==> config.mk <==
export PLATFORM = sky130hd
export DESIGN_NAME = mem_port_arbiter
export DESIGN_NICKNAME = d
export VERILOG_FILES = /design/src/rtl/mem_port_arbiter_pkg.sv /design/src/rtl/mem_port_starve_ctr.sv /design/src/rtl/mem_port_arbiter.sv
export SDC_FILE = /design/constraint.sdc
export NUM_CORES = 1
export LEC_CHECK = 0
export CAP_MARGIN = 20
export CORE_UTILIZATION = 36
export CTS_CLUSTER_SIZE = 20
export DETAILED_ROUTE_END_ITERATION = 8
export PLACE_DENSITY = 0.88
export SYNTH_ARGS = -nofsm -noshare
export SYNTH_HDL_FRONTEND = slang
export SYNTH_SLANG_ARGS = --single-unit
==> constraint.sdc <==
create_clock -name clk -period 2 [get_ports clk]
set_clock_uncertainty 0.1 [all_clocks]
set_input_delay 0.5 -clock clk [delete_from_list [all_inputs] [get_ports clk]]
set_output_delay 0.5 -clock clk [all_outputs]
set_load 0.02 [all_outputs]
==> src/rtl/mem_port_arbiter_pkg.sv <==
// Shared constants for the fetch / load-store port arbiter and its RAM.
// The owner encoding tags which port an outstanding read belongs to.
package mem_port_arbiter_pkg;

  localparam int MP_ADDR_W = 5;
  localparam int MP_DATA_W = 16;

  typedef enum logic {
    OWN_IF = 1'b0,
    OWN_D  = 1'b1
  } owner_e;

endpackage

==> src/rtl/mem_port_starve_ctr.sv <==
// Saturating count of cycles the fetch port has lost arbitration.
// When the count reaches MAX_WAIT, fetch takes priority over the data port.
module mem_port_starve_ctr #(
  parameter int MAX_WAIT = 3
) (
  input  logic clk,
  input  logic rst_n,
  input  logic i_if_req,
  input  logic i_if_gnt,
  output logic o_if_prio
);

  localparam int CNT_W = $clog2(MAX_WAIT + 1);
  localparam logic [CNT_W-1:0] CNT_MAX = CNT_W'(MAX_WAIT);

  logic [CNT_W-1:0] r_wait_cnt;

  always_ff @(posedge clk or negedge rst_n) begin
    if (!rst_n) begin
      r_wait_cnt <= '0;
    end else if (i_if_gnt) begin
      r_wait_cnt <= '0;
    end else if (i_if_req && (r_wait_cnt != CNT_MAX)) begin
      r_wait_cnt <= r_wait_cnt + 1'b1;
    end
  end

  assign o_if_prio = (r_wait_cnt == CNT_MAX);

endmodule

==> src/rtl/mem_port_arbiter.sv <==
// Arbitrates one single-port RAM between instruction fetch (read-only) and load/store.
// Read data is bypassed from the RAM on the rvalid cycle and captured for holding afterwards.
module mem_port_arbiter
  import mem_port_arbiter_pkg::*;
#(
  parameter int ADDR_W   = MP_ADDR_W,
  parameter int DATA_W   = MP_DATA_W,
  parameter int MAX_WAIT = 3
) (
  input  logic              clk,
  input  logic              rst_n,
  input  logic              if_req,
  input  logic [ADDR_W-1:0] if_addr,
  output logic              if_gnt,
  output logic              if_rvalid,
  output logic [DATA_W-1:0] if_rdata,
  input  logic              d_req,
  input  logic              d_we,
  input  logic [ADDR_W-1:0] d_addr,
  input  logic [DATA_W-1:0] d_wdata,
  output logic              d_gnt,
  output logic              d_rvalid,
  output logic [DATA_W-1:0] d_rdata,
  output logic              mem_write,
  output logic [ADDR_W-1:0] mem_address,
  output logic [DATA_W-1:0] mem_write_data,
  input  logic [DATA_W-1:0] mem_read_data
);

  logic              w_if_prio;
  logic              w_if_gnt;
  logic              w_d_gnt;
  logic              w_if_rvalid;
  logic              w_d_rvalid;
  logic              r_tag_valid;
  owner_e            r_tag_owner;
  logic [DATA_W-1:0] r_if_rdata;
  logic [DATA_W-1:0] r_d_rdata;

  mem_port_starve_ctr #(
    .MAX_WAIT (MAX_WAIT)
  ) u_starve_ctr (
    .clk       (clk),
    .rst_n     (rst_n),
    .i_if_req  (if_req),
    .i_if_gnt  (w_if_gnt),
    .o_if_prio (w_if_prio)
  );

  // Data port wins contention unless fetch has been starved long enough.
  assign w_if_gnt = rst_n && if_req && (!d_req || w_if_prio);
  assign w_d_gnt  = rst_n && d_req && !w_if_gnt;

  assign if_gnt         = w_if_gnt;
  assign d_gnt          = w_d_gnt;
  assign mem_address    = w_d_gnt ? d_addr : if_addr;
  assign mem_write      = w_d_gnt && d_we;
  assign mem_write_data = d_wdata;

  always_ff @(posedge clk or negedge rst_n) begin
    if (!rst_n) begin
      r_tag_valid <= 1'b0;
      r_tag_owner <= OWN_IF;
    end else begin
      r_tag_valid <= w_if_gnt || (w_d_gnt && !d_we);
      r_tag_owner <= w_d_gnt ? OWN_D : OWN_IF;
    end
  end

  assign w_if_rvalid = r_tag_valid && (r_tag_owner == OWN_IF);
  assign w_d_rvalid  = r_tag_valid && (r_tag_owner == OWN_D);

  always_ff @(posedge clk or negedge rst_n) begin
    if (!rst_n) begin
      r_if_rdata <= '0;
      r_d_rdata  <= '0;
    end else begin
      if (w_if_rvalid) r_if_rdata <= mem_read_data;
      if (w_d_rvalid)  r_d_rdata  <= mem_read_data;
    end
  end

  assign if_rvalid = w_if_rvalid;
  assign d_rvalid  = w_d_rvalid;
  assign if_rdata  = w_if_rvalid ? mem_read_data : r_if_rdata;
  assign d_rdata   = w_d_rvalid  ? mem_read_data : r_d_rdata;

endmodule
==> impl_metrics.yaml, run 1 <==
final_layout:
  layout-area-overhead-vs-synth_pct: 82.2
  finalCoreUtilization_pct: 68.8
  final_layout_size_suffix_gt1_share_pct: 63.4
  final_nets: 271
  final_cells: 276
  insertedDiodeCount: 0
logic_synthesis:
  async_reset_ff_share_pct: 100
  synth_commonest_cells: "sky130_fd_sc_hd__dfrtp_1 (36), sky130_fd_sc_hd__mux2_2 (28), sky130_fd_sc_hd__buf_4 (16)"
  synth.largest_area_cell: "sky130_fd_sc_hd__dfrtp_1"
  synth.lib_cells_used.distinct: 22
  ys_dominant_reg_cell: "sky130_fd_sc_hd__dfrtp_1"
  ys_warn_count: 0
  number_of_enable_type_register_cells_in_the_synthesized_netlist: 0
  seq_area_frac_synth_pct: 54.4
  post_synth_inst_count: 116
  synth_area_leaders: "sky130_fd_sc_hd__dfrtp_1 (54%), sky130_fd_sc_hd__mux2_2 (19%), sky130_fd_sc_hd__mux2_4 (8.2%), sky130_fd_sc_hd__buf_4 (7.3%), sky130_fd_sc_hd__inv_1 (1.8%)"
  postSynthAreaPerCell_um2: 14.3
  synth_top_area_share_pct: 54.4
  ys_ff_latch: 36
  synth.most_common_cell: "sky130_fd_sc_hd__dfrtp_1"
  post_synth_net_total: 164
  syn-cell-area_um2: 1660
clock_tree:
  clk_path_buf_depth: 2
  clkSlewWorstSetupHoldPaths_ps: 70
  clk_latency_ps: 280
  cts_max_level: 2
  cts_tree: "yes"
  cts_root_buf: "sky130_fd_sc_hd__clkbuf_8"
  cts_buffers: 5
  clkSinkCount: 36
global_routing:
  grt_start_max_net_pins: 38
  number_of_antenna_violations_at_the_first_check_in_global_routing: 0
  grt_first_pass_wirelength_um: 7050
  use_met3_pct: 6.83
  globalRoute.totalOverflow: 0
  global_route.usage.met1_pct: 22.4
  number_of_global_route_vias_before_repair: 1390
  globalRouteTotalUtil_pct: 18.7
  globalRouteMet2Util_pct: 31.5
  grt.busiest_layer: "met2"
worst_setup_path:
  crit_path_max_incr_delay_ps: 360
  timing.critical_path.cells: "ha_2 > inv_2 > o211ai_4 > buf_4 > mux2_4 > buf_6"
  worst_path_dominant_cell_family: "flip-flops"
  endpoint_kind: "output pin"
  worst-path-buf-inv: 3
  maximum_fanout_along_the_worst_path: 5
  criticalPathCategory: "reg -> out"
  required_arrival_time_at_the_worst_endpoint_ps: 1400
  timing.critical_path.arrival_ps: 1720
  critPathLaunchType: "flip-flop"
  crit_slowest_cell: "sky130_fd_sc_hd__dfrtp_1"
route:
  detail_route.iter0.violations: 60
  dr.pass1.iters: 4
  postRouteWirelength_um: 4490
  post_drt_via_cell_ratio: 4.77
  dr_total_vias: 1316
  remaining_design_rule_violation_count: 0
  drt-wirelength-per-cell_um: 16.3
  ant_nets: 0
timing:
  report.final.setup_viol: 34
  post-route-min-period_ps: 2320
  max_clock_freq_mhz: 431
  fin_crit_sh_pct: 116
  finalHoldViolations: 0
  final_max_slew_viol_count: 0
  slew_at_the_pin_with_the_worst_max_slew_slack_ps: 450
  unrepaired_setup_endpoints_after_global_routing: "true"
  timing.final.ws_setup_ps: -321
  max_slew_margin_pct: 69.2
floorplan:
  die_x_um: 69.8
  starting_density_pct: 37.8
  boundaryPins: 105
  core-area_um2: 4380
  dieArea_um2: 4870
  row_count: 24
  die-height_um: 69.8
power:
  power.internal_mw: 2.39
  p_leak_nw: 1.57
  power.share.clock_pct: 20.1
  netSwitchingPower_mw: 1.03
  power_switching_share_pct: 30.0
  power.density_nw_per_um2: 1130
  power.ir.vdd_worst_uv: 576
  fin_total_pwr_mw: 3.42
  power_frac_comb_pct: 49.9
  p_seq_share_pct: 30.0
placement:
  hpwlAfterDp_um: 2790
  port-buffer-count: 72
  pre_cts_ws_ps: -854
  placed_cells: 240
  place.gp.congestion: 0.710
outcome:
  failed_checks: "negative setup slack"
  outcome: "finished with violations"
worst_hold_path:
  min-delay-path-class: "in -> async"
flow_run:
  max-cap-violations: 0
[worst min-delay path: stages]
cell and delay, ps:
sky130_fd_sc_hd__buf_2 150, sky130_fd_sc_hd__buf_4 130, sky130_fd_sc_hd__buf_4 390
[cells by family after synthesis]
group           synth area share [%]
mux                             27.2
flops                           54.4
buf+inv                         11.3
simple gates                    2.50
compound gates                  3.85
fa+ha+maj                      0.756
[layout make-up]
type                    instances  area (um2)
clock inverters                 1        30.0
clock buffers                   7        96.3
repair buffers                119        1200
flip-flops and latches         36         901
well taps                      52        65.1
inverters                       8        32.5
multi-input cells              53         687
fillers                       316        1370
[placed cells by master, fill, tap and decap left out, types with 2 or more instances in the layout]
master,n
sky130_fd_sc_hd__buf_8,2
sky130_fd_sc_hd__nand2_1,2
sky130_fd_sc_hd__nor2_1,2
sky130_fd_sc_hd__clkdlybuf4s50_1,27
sky130_fd_sc_hd__mux2_4,37
sky130_fd_sc_hd__inv_1,5
sky130_fd_sc_hd__buf_2,3
sky130_fd_sc_hd__buf_6,47
sky130_fd_sc_hd__buf_12,3
sky130_fd_sc_hd__buf_4,32
sky130_fd_sc_hd__dfrtp_1,36
sky130_fd_sc_hd__clkbuf_8,7
sky130_fd_sc_hd__inv_2,2
sky130_fd_sc_hd__dlygate4sd2_1,2
[flip-flops by register name (all words and copies together), names as in the netlist]
register,count
r_tag_owner,1
r_tag_valid,1
u_starve_ctr.r_wait_cnt,2
r_if_rdata,16
r_d_rdata,16
[per-layer routing]
layer  vias to the layer above  routed length (um)
met5                         -                   0
met4                         0                  55
met3                        13                 392
met2                        79                2230
met1                       632                1820
li1                        592                   -
[power by group through the flow]
stage / Combinational, mW / Sequential, mW / Clock (mW)
finish: 1.71 / 1.03 / 0.686
CTS: 1.47 / 1.01 / 0.703
global route: 1.80 / 1.04 / 0.745
floorplan: 0.718 / 1.00 / 0
global placement: 1.28 / 1.01 / 0
detailed placement: 1.31 / 1.02 / 0
[worst paths after layout]
path,start,end,slack [ps],cells past startpoint
max,u_starve_ctr.r_wait_cnt[0],mem_address[1],-320,6
min reg2reg,r_d_rdata[14],r_d_rdata[14],400,1
min in group clk,r_d_rdata[14],r_d_rdata[14],400,1
min,rst_n,r_tag_owner,360,3
max reg2reg,r_tag_valid,r_d_rdata[6],400,7
max in group asynchronous,rst_n,u_starve_ctr.r_wait_cnt[1],1120,3
[per-stage QoR]
stage	area [um2]	TNS, ps	hold slack (ps)
3_5_place_dp	2450	-17080	382
6_report	3020	-4190	360
5_1_grt	3020	-6680	413
4_1_cts	2860	-6280	373
2_1_floorplan	1660	0	104
3_3_place_gp	2450	-16620	374
[timing repair]
item	in CTS	in global routing
endpoints found under the setup margin	42	42
buffers inserted	18	11
hold buffers	0	0
resized for setup	255	41
pin swaps	3	3
cloned	2	0
No activity file was read; power rests on OpenSTA's default activity.
==> run 2, diff against run 1 <==
CORE_MARGIN = 2   (was default)
==> run 2 against run 1 <==
The flow still finishes with violations (negative setup slack); combinational power down 3%; first-iteration DRC count grew 62%; highest routed layer unchanged; flip-flop and latch count did not move; sequential power is essentially flat; design area rose by 0.12%; final cell count shrank 0.36%; worst setup slack improved by 70 ps.
==> impl_metrics.yaml, run 2 (synthesis gave the netlist of run 1 again) <==
outcome:
  outcome: "finished with violations"
  failed_checks: "negative setup slack"
timing:
  slew_at_the_pin_with_the_worst_max_slew_slack_ps: 463
  timing.final.ws_setup_ps: -251
  report.final.setup_viol: 39
  unrepaired_setup_endpoints_after_global_routing: "true"
  fin_crit_sh_pct: 113
  setup-tns-final_ps: -5210
  post-route-min-period_ps: 2250
  max_clock_freq_mhz: 444
  final_max_slew_viol_count: 0
  holdWs_ps: 307
  max_slew_margin_pct: 69.2
  finalHoldViolations: 0
route:
  detail_route.iter0.violations: 97
  met2_length_um: 2340
  remaining_design_rule_violation_count: 0
  met3RoutedLength_um: 354
  dr_total_vias: 1305
  ant_nets: 0
  post_drt_via_cell_ratio: 4.75
  wl_met1_um: 1860
  highest_layer: "met4"
  drt-wirelength-per-cell_um: 16.8
  dr.pass1.iters: 2
  postRouteWirelength_um: 4610
clock_tree:
  clkSlewWorstSetupHoldPaths_ps: 70
  cts_buffers: 5
  clkSinkCount: 36
  clk_latency_ps: 280
  clk_path_buf_depth: 2
  cts_tree: "yes"
  cts_hold_buffers: 0
  cts_max_level: 2
  cts_root_buf: "sky130_fd_sc_hd__clkbuf_8"
worst_setup_path:
  critPathLaunchType: "flip-flop"
  required_arrival_time_at_the_worst_endpoint_ps: 1400
  reg2reg_depth: 6
  crit-reg2reg-capture: "r_if_rdata[11]"
  critical_path.reg2reg.startpoint: "r_tag_owner"
  criticalPathCategory: "reg -> out"
  timing.critical_path.arrival_ps: 1650
  endpoint_kind: "output pin"
  crit_slowest_cell: "sky130_fd_sc_hd__dfrtp_1"
  timing.critical_path.cells: "ha_2 > inv_2 > o211ai_4 > buf_12 > mux2_4 > buf_6"
  worst-path-buf-inv: 3
  worst_path_dominant_cell_family: "flip-flops"
  r2r_setup_slack_ps: 390
  maximum_fanout_along_the_worst_path: 6
  crit_path_max_incr_delay_ps: 360
power:
  netSwitchingPower_mw: 1.01
  power_switching_share_pct: 31.9
  power.share.clock_pct: 15.0
  power.internal_mw: 2.15
  fin_total_pwr_mw: 3.17
  power.ir.vdd_worst_uv: 592
  power.density_nw_per_um2: 1050
  p_leak_nw: 1.56
  power_frac_comb_pct: 52.5
  p_seq_share_pct: 32.5
final_layout:
  layout.cells.most_common_list: "sky130_fd_sc_hd__buf_6 (59), sky130_fd_sc_hd__mux2_4 (36), sky130_fd_sc_hd__dfrtp_1 (36), sky130_fd_sc_hd__clkdlybuf4s50_1 (27), sky130_fd_sc_hd__buf_4 (23)"
  insertedDiodeCount: 0
  layout-area-overhead-vs-synth_pct: 82.5
  final_layout_size_suffix_gt1_share_pct: 64.1
  final_instance_area_um2: 3020
  final_cells: 275
  mostFrequentLayoutCell: "sky130_fd_sc_hd__buf_6"
  final_nets: 271
  reg_top3: "r_d_rdata x16, r_if_rdata x16, u_starve_ctr.r_wait_cnt x2"
  finalCoreUtilization_pct: 68.9
worst_hold_path:
  min-delay-path-class: "in -> async"
floorplan:
  die-height_um: 71.8
  die_x_um: 71.8
  dieArea_um2: 5160
  row_count: 24
  starting_density_pct: 37.8
  core-area_um2: 4380
  boundaryPins: 105
global_routing:
  number_of_antenna_violations_at_the_first_check_in_global_routing: 0
  grt_first_pass_wirelength_um: 6160
  globalRouteTotalUtil_pct: 15.5
  globalRoute.totalOverflow: 0
  number_of_global_route_vias_before_repair: 1342
  grt_start_max_net_pins: 38
placement:
  port-buffer-count: 72
  place.gp.congestion: 0.701
  dpl-instance-area_um2: 2430
  placed_cells: 238
  pre_cts_ws_ps: -933
  hpwlAfterDp_um: 2670
flow_run:
  max-cap-violations: 0
-- run 2: layout make-up --
type	instances	area [um2]
Clock buffer	6	72.6
Clock inverter	1	5.00
Fill cell	294	1360
Inverter	8	35.0
Multi-Input combinational cell	53	691
Sequential cell	36	901
Tap cell	52	65.1
Timing Repair Buffer	119	1250
-- run 2: worst max-delay path by stage --
stage                     cells past startpoint                  startpoint  slack, ps             end
final                                         6  u_starve_ctr.r_wait_cnt[1]       -250  mem_address[0]
after global routing                          6  u_starve_ctr.r_wait_cnt[1]       -290  mem_address[0]
after CTS                                     5  u_starve_ctr.r_wait_cnt[1]       -280  mem_address[1]
after detailed placement                      5                      if_req       -930  mem_address[3]
after global placement                        5                      if_req       -870  mem_address[2]
after floorplan                               4  u_starve_ctr.r_wait_cnt[0]        110  mem_address[0]
-- run 2: power by group through the flow --
stage | combinational [mW] | sequential [mW] | clock, mW
floorplan | 0.718 | 1.00 | 0
global placement | 1.27 | 1.00 | 0
detailed placement | 1.29 | 1.02 | 0
CTS | 1.27 | 1.01 | 0.491
global route | 1.75 | 1.05 | 0.527
finish | 1.66 | 1.03 | 0.475
-- run 2: repair_timing --
| action | CTS | global route |
|---|---|---|
| gates resized for setup | 230 | 79 |
| endpoints found under the setup margin | 42 | 40 |
| gates cloned | 0 | 2 |
| pin swaps | 2 | 3 |
| setup buffers | 12 | 18 |
-- run 2: routing by layer --
| layer | GRT usage (%) | vias up |
|---|---|---|
| met5 | 0 | - |
| met4 | 5.66 | 0 |
| met3 | 5.34 | 11 |
| met2 | 25.6 | 65 |
| met1 | 18.8 | 636 |
| li1 | - | 593 |
-- run 2: worst reg2reg max path, delay by kind of cell, from the launching register on --
family | cells | cell delay, ps
and+or+nand+nor | 1 | 180
DFF | 1 | 390
buffers and inverters | 4 | 540
muxes | 1 | 300
